`config.mk`:
```
export PLATFORM = sky130hd
export DESIGN_NAME = spi_multi_master
export DESIGN_NICKNAME = d
export VERILOG_FILES = /design/src/rtl/spi_multi_pkg.sv /design/src/rtl/spi_clk_gen.sv /design/src/rtl/spi_multi_master.sv
export SDC_FILE = /design/constraint.sdc
export NUM_CORES = 1
export LEC_CHECK = 0
export BUFFER_PORTS_ARGS = -buffer_cell sky130_fd_sc_hd__buf_2
export CAP_MARGIN = 20
export CORE_MARGIN = 2
export CORE_UTILIZATION = 40
export CTS_BUF_LIST = sky130_fd_sc_hd__clkbuf_16
export DETAILED_ROUTE_END_ITERATION = 10
export MAX_ROUTING_LAYER = met4
export PLACE_DENSITY = 0.67
export SETUP_SLACK_MARGIN = 0.2
export SLEW_MARGIN = 20
export SYNTH_ARGS = -nofsm -noshare
export SYNTH_HDL_FRONTEND = slang
export SYNTH_SLANG_ARGS = --single-unit
```
`constraint.sdc`:
```
create_clock -name PCLK -period 2.05 [get_ports PCLK]
set_input_delay 0.41 -clock PCLK [delete_from_list [all_inputs] [get_ports PCLK]]
set_output_delay 0.41 -clock PCLK [all_outputs]
set_load 0.01 [all_outputs]
```
`src/rtl/spi_multi_pkg.sv`:
```
// Shared definitions for the multi-channel SPI master: FSM state encoding,
// SPI mode constants ({cpol,cpha}) and a counter-width helper.
// Latency: n/a (definitions only). Backpressure: n/a.
package spi_multi_pkg;

    localparam logic [2:0] ST_IDLE  = 3'd0;
    localparam logic [2:0] ST_LEAD  = 3'd1;
    localparam logic [2:0] ST_XFER  = 3'd2;
    localparam logic [2:0] ST_TRAIL = 3'd3;
    localparam logic [2:0] ST_DONE  = 3'd4;

    typedef enum logic [2:0] {
        IDLE  = ST_IDLE,
        LEAD  = ST_LEAD,
        XFER  = ST_XFER,
        TRAIL = ST_TRAIL,
        DONE  = ST_DONE
    } state_t;

    // SPI modes as {cpol, cpha}
    localparam logic [1:0] MODE0 = 2'b00;
    localparam logic [1:0] MODE1 = 2'b01;
    localparam logic [1:0] MODE2 = 2'b10;
    localparam logic [1:0] MODE3 = 2'b11;

    // Counter width that stays legal when the count range is a single value.
    function automatic int cnt_width(input int n);
        return (n > 1) ? $clog2(n) : 1;
    endfunction

endpackage

```
`src/rtl/spi_clk_gen.sv`:
```
// SCLK generator: half-period divider plus the SCLK register, with edge strobes.
// Latency: strobes are combinational; SCLK toggles on the clock edge that ends a strobe cycle.
// Backpressure: none; free-running while run/en are asserted by the controller.
//
// Ports:
//   clk, rst     system clock, asynchronous active-high reset
//   run          divider counts (LEAD/XFER/TRAIL)
//   clr          divider restarts from 0 (LEAD entry)
//   en           SCLK toggling and edge strobes enabled (XFER only)
//   idle_lvl     level SCLK is loaded with whenever en is low
//   sclk         registered serial clock
//   wrap         divider is at its last count of the half-period
//   lead_edge    this cycle ends a half-period and SCLK leaves idle_lvl
//   trail_edge   this cycle ends a half-period and SCLK returns to idle_lvl
module spi_clk_gen
    import spi_multi_pkg::*;
#(
    parameter int CLK_DIV = 4
) (
    input  logic clk,
    input  logic rst,
    input  logic run,
    input  logic clr,
    input  logic en,
    input  logic idle_lvl,
    output logic sclk,
    output logic wrap,
    output logic lead_edge,
    output logic trail_edge
);

    localparam int CW = cnt_width(CLK_DIV);

    logic [CW-1:0] cnt;

    assign wrap       = (cnt == CW'(CLK_DIV - 1));
    // Leading edge: SCLK is currently at its idle level and is about to leave it.
    assign lead_edge  = en & wrap & (sclk == idle_lvl);
    assign trail_edge = en & wrap & (sclk != idle_lvl);

    always_ff @(posedge clk or posedge rst) begin
        if (rst) begin
            cnt  <= '0;
            sclk <= 1'b0;
        end else begin
            if (clr) begin
                cnt <= '0;
            end else if (run) begin
                cnt <= wrap ? '0 : cnt + CW'(1);
            end

            if (en) begin
                if (wrap) begin
                    sclk <= ~sclk;
                end
            end else begin
                sclk <= idle_lvl;
            end
        end
    end

endmodule

```
`src/rtl/spi_multi_master.sv`:
```
// N-channel SPI master: shared SCLK / slave-select, independent SDO/SDI per channel.
// Latency: SPIRXAVAIL pulses CLK_DIV*(2*DATA_W+2) cycles after start is accepted.
// Backpressure: start is only accepted in IDLE; requests while busy are dropped, not queued.
//
// Ports:
//   PCLK, PRESET   system clock, asynchronous active-high reset
//   loopback       (only with SPI_LOOPBACK_EN) channels sample their own SPISDO
//   start          transfer request, sampled in IDLE
//   cpol, cpha     SPI mode, latched on accept (cpol also tracked while idle)
//   tx_data        packed words, channel k at [k*DATA_W +: DATA_W]
//   SPISDI         serial inputs, one per channel
//   SPISCLKO       shared serial clock
//   SPISS_N        shared active-low slave select
//   SPISDO         serial outputs, one per channel
//   rx_data        received words, same packing as tx_data
//   SPIRXAVAIL     one-cycle pulse when rx_data is updated
//   busy           high from the accepting edge until DONE ends
//
// Build option: define SPI_LOOPBACK_EN to add the loopback input.
module spi_multi_master
    import spi_multi_pkg::*;
#(
    parameter int N_CH      = 2,
    parameter int DATA_W    = 8,
    parameter int CLK_DIV   = 4,
    parameter int MSB_FIRST = 1
) (
    input  logic                     PCLK,
    input  logic                     PRESET,
`ifdef SPI_LOOPBACK_EN
    input  logic                     loopback,
`endif
    input  logic                     start,
    input  logic                     cpol,
    input  logic                     cpha,
    input  logic [N_CH*DATA_W-1:0]   tx_data,
    input  logic [N_CH-1:0]          SPISDI,
    output logic                     SPISCLKO,
    output logic                     SPISS_N,
    output logic [N_CH-1:0]          SPISDO,
    output logic [N_CH*DATA_W-1:0]   rx_data,
    output logic                     SPIRXAVAIL,
    output logic                     busy
);

    localparam int EW = $clog2(2 * DATA_W + 1);

    state_t          state;
    logic [1:0]      mode_q;      // {cpol_q, cpha_q}
    logic [EW-1:0]   edge_cnt;    // SCLK edges already produced in XFER

    logic wrap;
    logic lead_edge;
    logic trail_edge;
    logic accept;
    logic last_edge;
    logic done_entry;
    logic sample_on_lead;
    logic shift_on_lead;
    logic sample_ev;
    logic shift_ev;

    logic [N_CH*DATA_W-1:0] rx_all;

    assign accept     = (state == IDLE) && start;
    assign last_edge  = trail_edge && (edge_cnt == EW'(2 * DATA_W - 1));
    assign done_entry = (state == TRAIL) && wrap;

    assign sample_on_lead = (mode_q == MODE0) || (mode_q == MODE2);
    assign shift_on_lead  = (mode_q == MODE1) || (mode_q == MODE3);

    assign sample_ev = sample_on_lead ? lead_edge : trail_edge;
    // With CPHA=0 the first bit is preloaded at accept, so the final trailing
    // edge has nothing left to shift and SPISDO holds the last bit.
    assign shift_ev  = shift_on_lead ? lead_edge : (trail_edge && !last_edge);

    spi_clk_gen #(
        .CLK_DIV (CLK_DIV)
    ) u_clk_gen (
        .clk        (PCLK),
        .rst        (PRESET),
        .run        ((state == LEAD) || (state == XFER) || (state == TRAIL)),
        .clr        (accept),
        .en         (state == XFER),
        // While idle SCLK follows the live cpol input; afterwards the latched one.
        .idle_lvl   ((state == IDLE) ? cpol : mode_q[1]),
        .sclk       (SPISCLKO),
        .wrap       (wrap),
        .lead_edge  (lead_edge),
        .trail_edge (trail_edge)
    );

    always_ff @(posedge PCLK or posedge PRESET) begin
        if (PRESET) begin
            state      <= IDLE;
            mode_q     <= MODE0;
            edge_cnt   <= '0;
            busy       <= 1'b0;
            SPISS_N    <= 1'b1;
            SPIRXAVAIL <= 1'b0;
            rx_data    <= '0;
        end else begin
            SPIRXAVAIL <= 1'b0;
            case (state)
                IDLE: begin
                    mode_q[1] <= cpol;
                    if (start) begin
                        mode_q   <= {cpol, cpha};
                        edge_cnt <= '0;
                        busy     <= 1'b1;
                        SPISS_N  <= 1'b0;
                        state    <= LEAD;
                    end
                end
                LEAD: begin
                    if (wrap) begin
                        state <= XFER;
                    end
                end
                XFER: begin
                    if (lead_edge || trail_edge) begin
                        edge_cnt <= edge_cnt + EW'(1);
                    end
                    if (last_edge) begin
                        state <= TRAIL;
                    end
                end
                TRAIL: begin
                    if (wrap) begin
                        state      <= DONE;
                        SPISS_N    <= 1'b1;
                        SPIRXAVAIL <= 1'b1;
                        rx_data    <= rx_all;
                    end
                end
                DONE: begin
                    state <= IDLE;
                    busy  <= 1'b0;
                end
                default: begin
                    state <= IDLE;
                end
            endcase
        end
    end

    for (genvar k = 0; k < N_CH; k++) begin : g_ch
        logic [DATA_W-1:0] tx_word;
        logic [DATA_W-1:0] tx_sr;
        logic [DATA_W-1:0] rx_sr;
        logic              sdo_q;
        logic              sdi_bit;
        logic              word_first;
        logic [DATA_W-1:0] word_rest;
        logic              sr_first;
        logic [DATA_W-1:0] sr_rest;

        assign tx_word = tx_data[k*DATA_W +: DATA_W];

`ifdef SPI_LOOPBACK_EN
        assign sdi_bit = loopback ? sdo_q : SPISDI[k];
`else
        assign sdi_bit = SPISDI[k];
`endif

        assign word_first = (MSB_FIRST != 0) ? tx_word[DATA_W-1] : tx_word[0];
        assign word_rest  = (MSB_FIRST != 0) ? {tx_word[DATA_W-2:0], 1'b0}
                                             : {1'b0, tx_word[DATA_W-1:1]};
        assign sr_first   = (MSB_FIRST != 0) ? tx_sr[DATA_W-1] : tx_sr[0];
        assign sr_rest    = (MSB_FIRST != 0) ? {tx_sr[DATA_W-2:0], 1'b0}
                                             : {1'b0, tx_sr[DATA_W-1:1]};

        always_ff @(posedge PCLK or posedge PRESET) begin
            if (PRESET) begin
                tx_sr <= '0;
                rx_sr <= '0;
                sdo_q <= 1'b0;
            end else if (accept) begin
                rx_sr <= '0;
                if (cpha) begin
                    tx_sr <= tx_word;
                end else begin
                    sdo_q <= word_first;
                    tx_sr <= word_rest;
                end
            end else if (done_entry) begin
                sdo_q <= 1'b0;
            end else begin
                if (shift_ev) begin
                    sdo_q <= sr_first;
                    tx_sr <= sr_rest;
                end
                if (sample_ev) begin
                    rx_sr <= (MSB_FIRST != 0) ? {rx_sr[DATA_W-2:0], sdi_bit}
                                              : {sdi_bit, rx_sr[DATA_W-1:1]};
                end
            end
        end

        assign SPISDO[k]                   = sdo_q;
        assign rx_all[k*DATA_W +: DATA_W]  = rx_sr;
    end

endmodule

```
# Yosys cells after proc, flatten, opt, wreduce, memory -nomap -nowiden
# Index checks and enable logic that the tools add are counted.
# word_totals
out_inout_bits	22
word_cells	114
inputBits	23
register_bits	66
# op_classes
n_eq_ne	19
addsub	2
n_mux	45
n_reduce_logical	28
bitwise_logic	4
# op_table
operator	n
2-to-1 mux 8 bit	14
2-to-1 mux 1 bit	18
2-to-1 mux 3 bit	4
!= test 2 bit (second input constant)	6
one-hot mux 3 bit (4 select lines)	1
AND reduction 2 bit	6
nonzero test 2 bit	6
2-to-1 mux 5 bit	2
one-hot mux 5 bit (2 select lines)	1
== test 2 bit (second input constant)	3
== test 3 x 2 -> 1 bit (second input constant)	2
2-to-1 mux 2 bit	3
AND reduction 3 bit	2
adder 5 x 1 -> 5 bit (second input constant)	1
== test 5 x 4 -> 1 bit (second input constant)	1
logical OR 1 bit	5
logical AND 1 bit	4
!= test 2 x 1 -> 1 bit (second input constant)	2
one-hot mux 1 bit (2 select lines)	2
AND reduction 4 bit	1
AND 1 bit	3
== test 3 x 1 -> 1 bit (second input constant)	1
== test 3 bit (second input constant)	1
zero test 3 bit	1
other kinds (8)	8

# Depth between registers and ports, before layout
# depth
depth_word	11
ltp_mapped	9
ltp_nobuf	7

# By module
# Synthesis repeated with hierarchy kept, for this count alone.
# unflattened
hier_cells	297
area_unflattened_um2	3078.0
# by_module_without_submodules
mod	n_inst	seq_area_each_um2	cells_each	area_each_um2
spi_multi_master	1	1577.8	280	2909.0
spi_clk_gen	1	75.1	17	168.9

# Least setup slack after synthesis
# No wires, ideal clock.
# synth_path
kind	register -> register
from	register state[1]
to	register g_ch[0].tx_sr[1]
path_slack_ns	0.078
synth_period_minus_slack_ns	1.972
setup_ns	0.130
stages_incl_launch_ff	9
n_path_buf	3
t_arrival_ns	1.842
t_required_ns	1.920
cell_sequence	dfrtp_1 > buf_6 > or4b_4 > a21o_1 > and3_1 > clkbuf_2 > buf_2 > o211ai_1 > nand3_1
# synth_between
elab_chain_len	10
word_cells_on_any_way	19
cone_classes	5 x eq/ne; 3 x mux; 3 x bitwise; 8 x reduce/logical
# synth_rtl
item	line	rtl
start: declaration	spi_multi_master.sv:48	state_t state;
start signal: assignment	spi_multi_master.sv:95	state <= IDLE;
start signal: assignment	spi_multi_master.sv:112	state <= LEAD;
start signal: assignment	spi_multi_master.sv:117	state <= XFER;
zero test 3 bit	spi_multi_master.sv:65, spi_multi_master.sv:86	
2-to-1 mux 1 bit	spi_multi_master.sv:86	.idle_lvl ((state == IDLE) ? cpol : mode_q[1]),
!= test 1 bit	spi_clk_gen.sv:39	assign trail_edge = en & wrap & (sclk != idle_lvl);
AND 1 bit	spi_clk_gen.sv:39	
logical AND 1 bit	spi_multi_master.sv:66	assign last_edge = trail_edge && (edge_cnt == EW'(2 * DATA_W - 1));
zero test 1 bit	spi_multi_master.sv:75	assign shift_ev = shift_on_lead ? lead_edge : (trail_edge && !last_edge);
logical AND 1 bit	spi_multi_master.sv:75	
2-to-1 mux 1 bit	spi_multi_master.sv:75	
nonzero test 2 bit (no line)	n/a	
AND reduction 2 bit (no line)	n/a	
end signal: assignment	spi_multi_master.sv:181	tx_sr <= tx_word;
end signal: assignment	spi_multi_master.sv:184	tx_sr <= word_rest;
end signal: assignment	spi_multi_master.sv:191	tx_sr <= sr_rest;
end: declaration	spi_multi_master.sv:149	logic [DATA_W-1:0] tx_sr;
# Several ways; a longest one is shown, not always the timed one.
# A chain may end at the register's enable or synchronous reset.

# Final worst setup path
# layout_path
from	register state[2]
to	register g_ch[0].tx_sr[2]
# Same word-level chain as after synthesis.

==> metrics.cfg <==
[die]
start_util_pct = 40.9
die_x_um = 95.2
fp.dieH_um = 95.2
ioPinCount = 45
die-area_um2 = 9050
core_um2 = 8130
rows = 33

[sta]
rsz0062_at_grt = true
slew_headroom_pct = 59.8
fin_crit_sh_pct = 95.3
setup_viol = 0
slew_viol_final = 0
max_freq_ghz = 0.512
fin_setup_tns_ns = 0
clock_skew_ns = 0.00773
hold_viol = 0
final.min_clock_period_ns = 1.95
worstMarginPinSlew_ns = 0.603

[power]
power_density_nw_per_um2 = 1490
max-vdd-ir-drop_mv = 0.531
p_leak_nw = 1.97

[setup_path]
path_cells = or4b_4, a21o_4, and3_4, buf_12, o211ai_1, nand3_1
cp-start-kind = register
critical_path_class = register to register
r2r_slack_ns = 0.1
r2r-start = state[2]
crit_path_end_kind = register
cp_top_family = simple AND/OR/NAND/NOR gates
worst_path_largest_cell_delay_ns = 0.58
path_buf_inv = 1
cp.arrival_ns = 2.16
required_ns = 2.26
cp-startpoint = state[2]
crit_fanout = 7
cp_slowest_cell = or4b_4

[layout]
multi_input_area_um2 = 1580
final_area_um2 = 4230
syn_to_final_growth_pct = 27.4
fillCellCount = 731
drive_gt1_share_pct = 28.3
antenna_cells = 0
regArea_um2 = 1650
nets = 441

[logic_synthesis]
synth_adder_area_share_pct = 1.13
ys_seq_area_share_pct = 49.7
ys_types = 40
avgSynthCellArea_um2 = 9.23
yosys_warnings = 0
syn_inst = 360
synth-xor-area-share_pct = 1.77
synth_compound_area_share_pct = 15.4
synth_top_family_by_area = simple AND/OR/NAND/NOR gates
synth_edf_count = 0
synth_mux_area_share_pct = 4.82
synth-async-reset-ratio_pct = 100
syn-num-nets = 386
yosys.area_share.simple_pct = 21.5
synth-seq-cells = 66
synth_area_um2 = 3320
ys.flop_type = dfrtp_1

[grt]
grt_pass1_wl_um = 13700
grt_max_degree = 32
track_usage_pct = 19.9
overflow = 0
antenna_found_initial = 0
grt_pass1_vias = 2785

[clock_tree]
clock_latency_ns = 0.33
cts_max_level = 3
clockBufferDepth = 2
cts_tree = done
clkTransAtPathRegs_ns = 0.06
clock-root-buffer = clkbuf_16
clock_sinks = 66
numCtsBuffers = 9

[placement]
io_buffers = 44
hpwl_um = 5230
postPlaceCellArea_um2 = 3720
routabilityCongestion = 0.765

[drt]
via_count = 2869
drtAntennaViolNets = 0
avgViaCountPerCell = 5.46
drtIter0Drc = 115
wl_per_cell_um = 15.4
drc_errors = 0
first_pass_iters = 4
drt-total-wl_um = 8070

[worst_hold_path]
worstHoldPathType = primary input to async pin

[job]
drv_cap = 0

[status]
status = finished clean

synth_stat cells, types with 10 or more instances:
library cell  number  area (um^2)
dfrtp_1           65         1630
a21oi_1           18         90.1
mux2i_1           16          160
nor2_1            22         82.6
nand3_1           37          185
o21ai_0           13         65.1
nand2_1           63          236
inv_1             12         45.0
nand4_1           15         93.8
clkbuf_1          19         71.3
o211ai_1          14          105
o21ai_2           10         87.6
layout by cell type (no fill, tap or decap), types with 3 or more instances in the layout:
cell	count
nor3_1	4
nor2_1	21
o21ai_0	12
buf_2	44
a21oi_1	17
nand3_1	35
dfrtp_1	64
o21ai_2	10
ha_1	3
nand4_1	15
clkbuf_16	10
o31ai_1	3
mux2i_1	16
a22o_1	5
inv_1	11
buf_4	21
clkinvlp_4	5
xor2_1	3
buf_6	3
nand2_1	63
o211ai_1	14
kinds of logic (layout without fill, tap and decap cells):
logic type | after synthesis | count (layout)
simple gates | 154 | 155
compound gates | 75 | 75
flops | 66 | 66
buf+inv | 41 | 100
mux | 16 | 16
xor+xnor | 5 | 5
fa+ha+maj | 3 | 3
where the power goes:
group          total [W]  switching (W)  internal [W]  leakage, nW
logic            0.00281        0.00160       0.00122         1.00
registers        0.00184       0.000205       0.00163        0.820
clock network    0.00164       0.000580       0.00106        0.149
routing by layer:
| metal | share of wire (%) | wire length, um | up-vias | GRT usage, % |
|---|---|---|---|---|
| met3 | 4.3 | 347 | 10 | 4.35 |
| met1 | 45 | 3670 | 1417 | 26.4 |
| met2 | 49 | 3940 | 64 | 30.2 |
| li1 | - | - | 1378 | - |
| met5 | 0 | 0 | - | - |
| met4 | 1.4 | 116 | 0 | 7.13 |
final timing paths:
check                              endpoint  cells past startpoint
hold reg to reg                     SPISS_N                      2
hold / removal                  rx_data[14]                      2
min in group PCLK          g_ch[0].rx_sr[0]                      3
setup / recovery           g_ch[0].tx_sr[2]                      6
setup reg to reg           g_ch[0].tx_sr[2]                      6
max in group asynchronous  g_ch[1].tx_sr[5]                      3
sequential cells by signal, indices dropped and copies added (netlist names):
signal and flops:
u_clk_gen.sclk 1, busy 1, u_clk_gen.cnt 2, g_ch.tx_sr 16
mode_q 2, SPIRXAVAIL 1, rx_data 16, edge_cnt 5
g_ch.rx_sr 16, SPISS_N 1, state 3, g_ch.sdo_q 2
stage by stage:
stage	hold slack (ns)	util, %	power [W]	setup WS, ns	cells
final	0.0962	52.1	0.00629	0.0973	525
after global placement	0.448	45.7	0.00408	0.0739	502
after detailed placement	0.455	45.7	0.00416	0.0681	502
after global routing	0.143	52.1	0.00668	0.0278	525
after CTS	0.122	51.3	0.00609	0.110	523
after floorplan	0.439	-	0.00353	0.109	360
area by class of cell:
| type | count | area share [%] |
|---|---|---|
| clock inverters | 7 | 2.25 |
| well taps | 105 | 3.10 |
| inverters | 12 | 1.24 |
| flip-flops and latches | 66 | 39.1 |
| multi-input cells | 254 | 37.4 |
| clock buffers | 9 | 5.32 |
| repair buffers | 72 | 11.6 |
timing repair:
item	in CTS	in global routing
pin swaps	5	8
resized for setup	18	9
setup buffers	4	1
endpoints found under the setup margin	23	46
hold buffers	0	0
cloned	1	1
(Power assumes the default switching activity.)
